`src/rtl/rd_cdc_pkg.sv`:
```
// -----------------------------------------------------------------------------
// rd_cdc_pkg
// Shared definitions for the readout toggle-handshake CDC transmitter:
//   - rd_cdc_state_e          : transmitter FSM states (IDLE, WAIT_ACK)
//   - RD_CDC_MIN_SYNC_STAGES  : smallest legal acknowledge synchronizer depth
// -----------------------------------------------------------------------------
package rd_cdc_pkg;

    localparam int unsigned RD_CDC_MIN_SYNC_STAGES = 32'd3;

    typedef enum logic [0:0] {
        IDLE     = 1'b0,
        WAIT_ACK = 1'b1
    } rd_cdc_state_e;

endpackage : rd_cdc_pkg

```
`src/rtl/rd_cdc_tx_if.sv`:
```
// -----------------------------------------------------------------------------
// rd_cdc_tx_if
// Bundles the word handshake and the cross-domain toggle signals of rd_cdc_tx.
//   DATA_IN/VALID_IN/READY_OUT : upstream valid/ready word handshake
//   XFER_DATA/XFER_REQ         : held word and request toggle to the far domain
//   XFER_ACK_ASYNC             : acknowledge toggle from the far domain
//   DONE/TIMEOUT_ERR           : completion pulse and sticky timeout flag
// Modports: slave = the transmitter, master = its environment.
// -----------------------------------------------------------------------------
interface rd_cdc_tx_if #(
    parameter int DATA_WIDTH = 32
);
    logic [DATA_WIDTH-1:0] DATA_IN;
    logic                  VALID_IN;
    logic                  READY_OUT;
    logic [DATA_WIDTH-1:0] XFER_DATA;
    logic                  XFER_REQ;
    logic                  XFER_ACK_ASYNC;
    logic                  DONE;
    logic                  TIMEOUT_ERR;

    modport slave (
        input  DATA_IN, VALID_IN, XFER_ACK_ASYNC,
        output READY_OUT, XFER_DATA, XFER_REQ, DONE, TIMEOUT_ERR
    );

    modport master (
        output DATA_IN, VALID_IN, XFER_ACK_ASYNC,
        input  READY_OUT, XFER_DATA, XFER_REQ, DONE, TIMEOUT_ERR
    );
endinterface : rd_cdc_tx_if

```
`src/rtl/rd_sync_ar.sv`:
```
// -----------------------------------------------------------------------------
// rd_sync_ar
// Single-bit multi-flop synchronizer with asynchronous active-high reset to 0.
//   i_clk : destination clock
//   i_rst : asynchronous active-high reset
//   i_d   : asynchronous input bit
//   o_q   : synchronized output (last stage)
// -----------------------------------------------------------------------------
module rd_sync_ar #(
    parameter int SYNC_STAGES = 3
) (
    input  logic i_clk,
    input  logic i_rst,
    input  logic i_d,
    output logic o_q
);

    // Keep the chain as discrete flops placed close together.
    (* ASYNC_REG = "TRUE", SHREG_EXTRACT = "NO" *)
    logic [SYNC_STAGES-1:0] r_sync;

    // Shift the asynchronous bit through the synchronizer chain.
    always_ff @(posedge i_clk or posedge i_rst) begin
        if (i_rst) begin
            r_sync <= {SYNC_STAGES{1'b0}};
        end else begin
            r_sync <= {r_sync[SYNC_STAGES-2:0], i_d};
        end
    end

    assign o_q = r_sync[SYNC_STAGES-1];

endmodule : rd_sync_ar

```
`src/rtl/rd_cdc_tx.sv`:
```
// -----------------------------------------------------------------------------
// rd_cdc_tx
// Source side of a toggle-based word transfer into another clock domain.
// A word accepted on VALID_IN && READY_OUT is held on XFER_DATA while
// XFER_REQ toggles; the block waits until the re-synchronized acknowledge
// toggle equals XFER_REQ, pulses DONE and accepts the next word.
//   CLK, RST : source clock, asynchronous active-high reset
//   bus      : rd_cdc_tx_if.slave (handshake, XFER_*, DONE, TIMEOUT_ERR)
// Optional feature macro: RD_CDC_TX_TIMEOUT_EN enables the sticky acknowledge
// timeout (TIMEOUT_ERR); without it TIMEOUT_ERR is constant 0.
// -----------------------------------------------------------------------------
module rd_cdc_tx
    import rd_cdc_pkg::*;
#(
    parameter int DATA_WIDTH     = 32,
    parameter int SYNC_STAGES    = 3,
    parameter int TIMEOUT_CYCLES = 1024
) (
    input  logic        CLK,
    input  logic        RST,
    rd_cdc_tx_if.slave  bus
);

    if (SYNC_STAGES < RD_CDC_MIN_SYNC_STAGES) begin : g_bad_sync_stages
        $error("rd_cdc_tx: SYNC_STAGES must be at least 3");
    end
    if (TIMEOUT_CYCLES < 2) begin : g_bad_timeout
        $error("rd_cdc_tx: TIMEOUT_CYCLES must be at least 2");
    end

    rd_cdc_state_e         r_state;
    rd_cdc_state_e         w_next_state;
    logic                  w_capture;
    logic                  w_complete;
    logic                  w_ack_sync;
    logic                  r_xfer_req;
    logic [DATA_WIDTH-1:0] r_xfer_data;
    logic                  r_done;

    rd_sync_ar #(
        .SYNC_STAGES (SYNC_STAGES)
    ) u_ack_sync (
        .i_clk (CLK),
        .i_rst (RST),
        .i_d   (bus.XFER_ACK_ASYNC),
        .o_q   (w_ack_sync)
    );

    // Next-state decode; completion compares toggle levels so a missed
    // intermediate acknowledge value can never strand the FSM.
    always_comb begin
        w_next_state = r_state;
        w_capture    = 1'b0;
        w_complete   = 1'b0;
        case (r_state)
            IDLE: begin
                if (bus.VALID_IN) begin
                    w_capture    = 1'b1;
                    w_next_state = WAIT_ACK;
                end else begin
                    w_next_state = IDLE;
                end
            end
            WAIT_ACK: begin
                if (w_ack_sync == r_xfer_req) begin
                    w_complete   = 1'b1;
                    w_next_state = IDLE;
                end else begin
                    w_next_state = WAIT_ACK;
                end
            end
            default: begin
                w_next_state = IDLE;
            end
        endcase
    end

    // FSM state register.
    always_ff @(posedge CLK or posedge RST) begin
        if (RST) begin
            r_state <= IDLE;
        end else begin
            r_state <= w_next_state;
        end
    end

    // Word/request capture and completion pulse; data only moves on the
    // same edge that toggles the request.
    always_ff @(posedge CLK or posedge RST) begin
        if (RST) begin
            r_xfer_req  <= 1'b0;
            r_xfer_data <= {DATA_WIDTH{1'b0}};
            r_done      <= 1'b0;
        end else begin
            r_done <= w_complete;
            if (w_capture) begin
                r_xfer_data <= bus.DATA_IN;
                r_xfer_req  <= ~r_xfer_req;
            end
        end
    end

    assign bus.READY_OUT = (r_state == IDLE);
    assign bus.XFER_REQ  = r_xfer_req;
    assign bus.XFER_DATA = r_xfer_data;
    assign bus.DONE      = r_done;

`ifdef RD_CDC_TX_TIMEOUT_EN
    localparam int CNT_W = $clog2(TIMEOUT_CYCLES);
    localparam logic [CNT_W-1:0] CNT_MAX = CNT_W'(TIMEOUT_CYCLES - 1);

    logic [CNT_W-1:0] r_to_cnt;
    logic             r_timeout_err;

    // Saturating wait counter and sticky error flag; the FSM keeps waiting
    // so the held word is never dropped.
    always_ff @(posedge CLK or posedge RST) begin
        if (RST) begin
            r_to_cnt      <= {CNT_W{1'b0}};
            r_timeout_err <= 1'b0;
        end else begin
            if (w_capture) begin
                r_to_cnt <= {CNT_W{1'b0}};
            end else if ((r_state == WAIT_ACK) && (r_to_cnt != CNT_MAX)) begin
                r_to_cnt <= r_to_cnt + CNT_W'(1);
            end
            if ((r_state == WAIT_ACK) && (r_to_cnt == CNT_MAX)) begin
                r_timeout_err <= 1'b1;
            end
        end
    end

    assign bus.TIMEOUT_ERR = r_timeout_err;
`else
    assign bus.TIMEOUT_ERR = 1'b0;
`endif

endmodule : rd_cdc_tx

```
`src/flat_wrapper.sv`:
```
// flat-port wrapper written by rule: the top's interface ports become plain ports
module rd_cdc_tx_flat import rd_cdc_pkg::*;
#(
    parameter int DATA_WIDTH     = 32,
    parameter int SYNC_STAGES    = 3,
    parameter int TIMEOUT_CYCLES = 1024
)
  (CLK, RST, bus_DATA_IN, bus_VALID_IN, bus_XFER_ACK_ASYNC, bus_READY_OUT, bus_XFER_DATA, bus_XFER_REQ, bus_DONE, bus_TIMEOUT_ERR);
  rd_cdc_tx_if #(.DATA_WIDTH(DATA_WIDTH)) bus_i ();
  input  logic CLK;
  input  logic RST;
  input wire logic [$bits(bus_i.DATA_IN)-1:0] bus_DATA_IN;
  input wire logic [$bits(bus_i.VALID_IN)-1:0] bus_VALID_IN;
  input wire logic [$bits(bus_i.XFER_ACK_ASYNC)-1:0] bus_XFER_ACK_ASYNC;
  output wire logic [$bits(bus_i.READY_OUT)-1:0] bus_READY_OUT;
  output wire logic [$bits(bus_i.XFER_DATA)-1:0] bus_XFER_DATA;
  output wire logic [$bits(bus_i.XFER_REQ)-1:0] bus_XFER_REQ;
  output wire logic [$bits(bus_i.DONE)-1:0] bus_DONE;
  output wire logic [$bits(bus_i.TIMEOUT_ERR)-1:0] bus_TIMEOUT_ERR;
  assign bus_i.DATA_IN = bus_DATA_IN;
  assign bus_i.VALID_IN = bus_VALID_IN;
  assign bus_i.XFER_ACK_ASYNC = bus_XFER_ACK_ASYNC;
  assign bus_READY_OUT = bus_i.READY_OUT;
  assign bus_XFER_DATA = bus_i.XFER_DATA;
  assign bus_XFER_REQ = bus_i.XFER_REQ;
  assign bus_DONE = bus_i.DONE;
  assign bus_TIMEOUT_ERR = bus_i.TIMEOUT_ERR;
  rd_cdc_tx #(.DATA_WIDTH(DATA_WIDTH), .SYNC_STAGES(SYNC_STAGES), .TIMEOUT_CYCLES(TIMEOUT_CYCLES)) u_core (.CLK(CLK), .RST(RST), .bus(bus_i));
endmodule
```
`config.mk`:
```
export PLATFORM = sky130hd
export DESIGN_NAME = rd_cdc_tx_flat
export DESIGN_NICKNAME = d
export VERILOG_FILES = /design/src/rtl/rd_cdc_pkg.sv /design/src/rtl/rd_cdc_tx_if.sv /design/src/rtl/rd_sync_ar.sv /design/src/rtl/rd_cdc_tx.sv /design/src/flat_wrapper.sv
export SDC_FILE = /design/constraint.sdc
export NUM_CORES = 1
export LEC_CHECK = 0
export ABC_AREA = 1
export CORE_MARGIN = 2
export CORE_UTILIZATION = 36
export CTS_CLUSTER_SIZE = 12
export DETAILED_ROUTE_END_ITERATION = 16
export HOLD_SLACK_MARGIN = 0.15
export PLACE_DENSITY = 0.79
export SYNTH_ARGS = -nofsm -noshare
export SYNTH_HDL_FRONTEND = slang
export SYNTH_SLANG_ARGS = --single-unit
```
`constraint.sdc`:
```
create_clock -name CLK -period 0.9 [get_ports CLK]
set_input_delay 0.09 -clock CLK [delete_from_list [all_inputs] [get_ports CLK]]
set_output_delay 0.09 -clock CLK [all_outputs]
set_load 0.05 [all_outputs]
```
## Yosys cells after proc, flatten, opt, wreduce, memory -nomap -nowiden

Index checks and enable logic that the tools add are counted.
Widths: inputs -> output; s select.

- Register bits after elaboration: 38
- Latch bits: 0
- RAM bits: 0
- ROM bits: 0
- Input bits: 36
- Output and inout port bits: 36
- Logic and storage cells: 14
- Memories kept: 0

- Add/sub/neg operators: 0
- Multiply operators: 0
- Divide/modulo/power cells: 0
- Order comparisons: 0
- Equality and inequality tests: 1
- Shift operators: 0
- Muxes and demuxes: 6
- Bitwise operators: 2
- Reductions and logical operators: 0

Operator list:

| operator | count |
|---|---|
| $mux 1 | 5 |
| $not 1->1 | 2 |
| $pmux 1 s2 | 1 |
| $eq 1x1->1 | 1 |

## Longest topological paths before layout

- Depth in word-level cells: 3
- Depth in mapped cells: 5
- Depth with buffers taken out: 5

## By module

A second synthesis with hierarchy kept.

- Cell total of the unflattened synthesis: 159
- Area total of the unflattened synthesis: 1521.5 um2

Modules (own cells, without submodules):

| module | times used | cells each | area each (um2) | seq. area each (um2) |
|---|---|---|---|---|
| rd_cdc_tx | 1 | 155 | 1442.6 | 875.8 |
| rd_sync_ar | 1 | 4 | 78.8 | 75.1 |

## Worst setup path before layout

No wires, ideal clock.

- Path kind: reg-to-reg
- Start point: register u_core.r_xfer_req, in the netlist u_core.bus.XFER_REQ
- End point: register u_core.r_state
- Library setup time: 0.117 ns
- Data arrival time: 0.956 ns
- Required time: 0.783 ns
- Path slack: -0.172 ns
- Cell stages (with the launch flop): 6
- Path buffers: 0
- Clock period less this slack: 1.072 ns
- Path through: dfrtp_1 inv_1 nand2_1 nand2_1 nand2_1 nand2_1

- Word-level cells in the longest chain between the ends: 3

Ends and longest elaborated chain:

| item | RTL line | text |
|---|---|---|
| start: declaration | rd_cdc_tx.sv:36 | `logic r_xfer_req;` |
| start signal: assignment | rd_cdc_tx.sv:98 | `r_xfer_req <= ~r_xfer_req;` |
| $eq 1x1->1 | rd_cdc_tx.sv:65 | `if (w_ack_sync == r_xfer_req) begin` |
| $mux 1 | rd_cdc_tx.sv:65 |  |
| $pmux 1 s2 | rd_cdc_tx.sv:55 | `case (r_state)` |
| net u_core.w_next_state | rd_cdc_tx.sv:32 | `rd_cdc_state_e w_next_state;` |
| end signal: assignment | rd_cdc_tx.sv:83 | `r_state <= w_next_state;` |
| end: declaration | rd_cdc_tx.sv:31 | `rd_cdc_state_e r_state;` |

The timed path passes the listed nets, and every way through them passes these cells.
A chain may end at the register's enable or synchronous reset.

## Final worst setup path

- Start point: register u_core.r_state
- End point: output port bus_READY_OUT

- Word-level cells in the longest chain between the ends: 1

Ends and longest elaborated chain:

| item | RTL line | text |
|---|---|---|
| $not 1->1 | rd_cdc_tx.sv:103 | `assign bus.READY_OUT = (r_state == IDLE);` |
| end: declaration | flat_wrapper.sv:15 | `output wire logic [$bits(bus_i.READY_OUT)-1:0] bus_READY_OUT;` |

No other way between the ends.

==> flow_summary_export.csv <==
group,metric,value,unit
outcome,outcome,"finished with violations",
outcome,violations,"negative setup slack",
layout,diodes,0,
routing,antenna_violating_nets_post_route,0,
global_routing,grt_pass1_wl,6.38,mm
sta,rsz0062_at_grt,"true",
placed_design,place_ws,-0.276,ns
clock_tree,cts-root-buf,"clkbuf_8",
routing,avgViaCountPerCell,4.59,
sta,clock_skew,0.00584,ns
routing,wire_per_inst,13.9,µm
logic_synthesis,ys_top_cells_by_area,"dfrtp_1, nand2_1, nand3_1",
setup_path,path_cells,"inv_4 > buf_12 > buf_12",
pwr,power,13.0,mW
layout,final_layout_size_suffix_gt1_share,26.9,%
logic_synthesis,synth_nets,194,
logic_synthesis,seq_area_frac_synth,62.7,%
floorplan,start_util,37.7,%
setup_path,worst_path_max_delay_cell,"dfrtp_1",
routing,initialDrtViolationCount,53,
setup_path,cp-end-kind,"primary output",
hold_path,holdCritPathClass,"primary input to async pin",
logic_synthesis,ys_ff_latch,38,
placed_design,numPortBuffers,70,
layout,final_common_cell,"nand2_1",
setup_path,start_kind,"register",
clock_tree,cts_sinks,38,
layout,n_fill_cell,303,
clock_tree,cts_tree,"built",
setup_path,crit_arrival,1.00,ns
layout,area_growth,88.9,%
setup_path,cp_max_fo,2,
pwr,leakage,1.41,nW
setup_path,crit_type,"register to primary output",
routing,route.detailed.drc,0,
sta,fmax,919,MHz
setup_path,r2r-end,"u_core.bus.XFER_DATA[3]",
pwr,powerDensity,4530,nW/µm²
floorplan,fp.dieH,68.9,µm
setup_path,worstPathRequired,0.81,ns
pwr,peakVddDrop,2.61,mV
sta,setup_viol,70,
setup_path,cp_common_cell,"buf_12",
clock_tree,numCtsBuffers,5,
clock_tree,postCtsHoldBufs,0,
floorplan,core_area,4030,µm²
logic_synthesis,syn_area,1520,µm²
logic_synthesis,synth_cells,158,
floorplan,num_rows,23,
logic_synthesis,netlist.top_cell.by_area,"dfrtp_1",
logic_synthesis,synth.top_cell.area_share,62.7,%
layout,ff_latch_area,952,µm²
layout,nNetsFinal,280,
logic_synthesis,yosysWarnings,0,
floorplan,die_w,68.9,µm
global_routing,grt_overflow,0,
setup_path,path_delay_family,"flip-flops",
setup_path,ff2ff_path_depth,5,
layout,multi_input_area,487,µm²
clock_tree,cts_buffer_depth,2,
sta,finalHoldViolations,0,
sta,min_period_over_period,121,%
layout,layout_common_cells,"nand2_1, buf_12, dfrtp_1",
sta,drv_slew,0,
clock_tree,path_clk_slew,0.07,ns
global_routing,grt.total_usage,19.0,%
floorplan,io-pin-count,72,
logic_synthesis,avgSynthCellArea,9.61,µm²
global_routing,grt_max_degree,33,
sta,whs,0.202,ns
logic_synthesis,synth_cell_types,12,
sta,worst_slack,-0.188,ns
routing,via_count,1353,
setup_path,r2r_start,"u_core.r_state",
global_routing,grt_pass1_vias,1331,
setup_path,slowest_delay,0.42,ns
placed_design,dp_hpwl,2.70,mm
clock_tree,clock_latency,0.28,ns
run,maxCapViolations,0,
routing,drt_wl_total,4.10,mm
placed_design,place_congestion,0.734,
global_routing,antenna_found_initial,0,
routing,dr.pass1.iters,4,
sta,min_period,1.09,ns
setup_path,crit_buf_inv,3,
setup_path,rrSetupSlack,-0.14,ns
clock_tree,cts_max_level,2,
floorplan,fp.dieArea,4750,µm²
==> synth_stat cells <==
cell	n
nand2_1	69
dfrtp_1	38
nand3_1	32
buf_4	6
buf_6	3
inv_1	3
clkbuf_4	2
conb_1	1
inv_4	1
nand2_8	1
nor2_1	1
xor2_1	1
==> cell type report <==
type / count / area share [%]
Timing Repair Buffer: 88 / 43.7
Tap cell: 50 / 2.18
Inverter: 4 / 0.742
Sequential cell: 38 / 33.2
Clock inverter: 1 / 0.175
Multi-Input combinational cell: 107 / 17.0
Clock buffer: 7 / 3.01
==> worst max-delay path by stage <==
stage / start / endpoint / slack [ns] / cells past startpoint
floorplan: u_core.bus.XFER_REQ / u_core.r_state / -0.02 / 5
detailed placement: bus_VALID_IN / u_core.bus.XFER_REQ / -0.28 / 4
finish: u_core.r_state / bus_READY_OUT / -0.19 / 3
global route: u_core.r_state / bus_READY_OUT / -0.24 / 3
global placement: bus_VALID_IN / u_core.bus.XFER_REQ / -0.25 / 4
CTS: u_core.r_state / bus_READY_OUT / -0.20 / 3
==> power breakdown <==
group          internal (mW)  switching [mW]
Sequential              2.51           0.890
Clock                  0.618           0.565
Combinational           4.05            4.35
==> flip-flops by register name, summed over array words and instances (netlist names) <==
| signal | cells |
|---|---|
| u_core.u_ack_sync.r_sync | 3 |
| u_core.bus.XFER_REQ | 1 |
| u_core.bus.DONE | 1 |
| u_core.r_state | 1 |
| u_core.bus.XFER_DATA | 32 |
==> cells by family (layout without fill, tap and decap cells) <==
logic type / after synthesis / after routing / share of synthesized area (%)
XOR/XNOR: 1 / 1 / 0.577
buffers and inverters: 15 / 100 / 7.34
AND/OR/NAND/NOR: 103 / 105 / 29.2
other: 1 / 1 / 0.247
flip-flops: 38 / 38 / 62.7
==> stage by stage <==
stage | instance area [µm²] | setup TNS (ns) | std cells | util [%]
final | 2870 | -5.74 | 295 | 71.1
after global placement | 2660 | -6.82 | 274 | 66.0
after CTS | 2820 | -6.37 | 289 | 70.0
after floorplan | 1530 | -0.400 | 158 | -
after global routing | 2870 | -9.04 | 295 | 71.1
after detailed placement | 2660 | -7.59 | 274 | 66.0
==> worst reg2reg max path, delay by kind of cell (launching register included) <==
kind                   cells  cell delay, ns
buffers and inverters      3            0.41
and+or+nand+nor            2            0.16
DFF                        1            0.42
==> what timing repair did <==
action                     4_1_cts  5_1_grt
gates resized for setup          2        0
pin swaps                        1        0
gates cloned                     2        0
setup endpoints to repair       69       70
buffers inserted                 6        6
==> routing by layer <==
layer / vias up / global-route usage (%) / wire [µm] / part of all wire [%]
li1: 668 / - / - / -
met1: 635 / 21.2 / 1560 / 38
met2: 43 / 34.1 / 2250 / 55
met3: 7 / 6.01 / 245 / 6.0
met4: 0 / 6.62 / 55 / 1.3
met5: - / 0 / 0 / 0
Note: power is estimated with default switching activity, not from simulation.
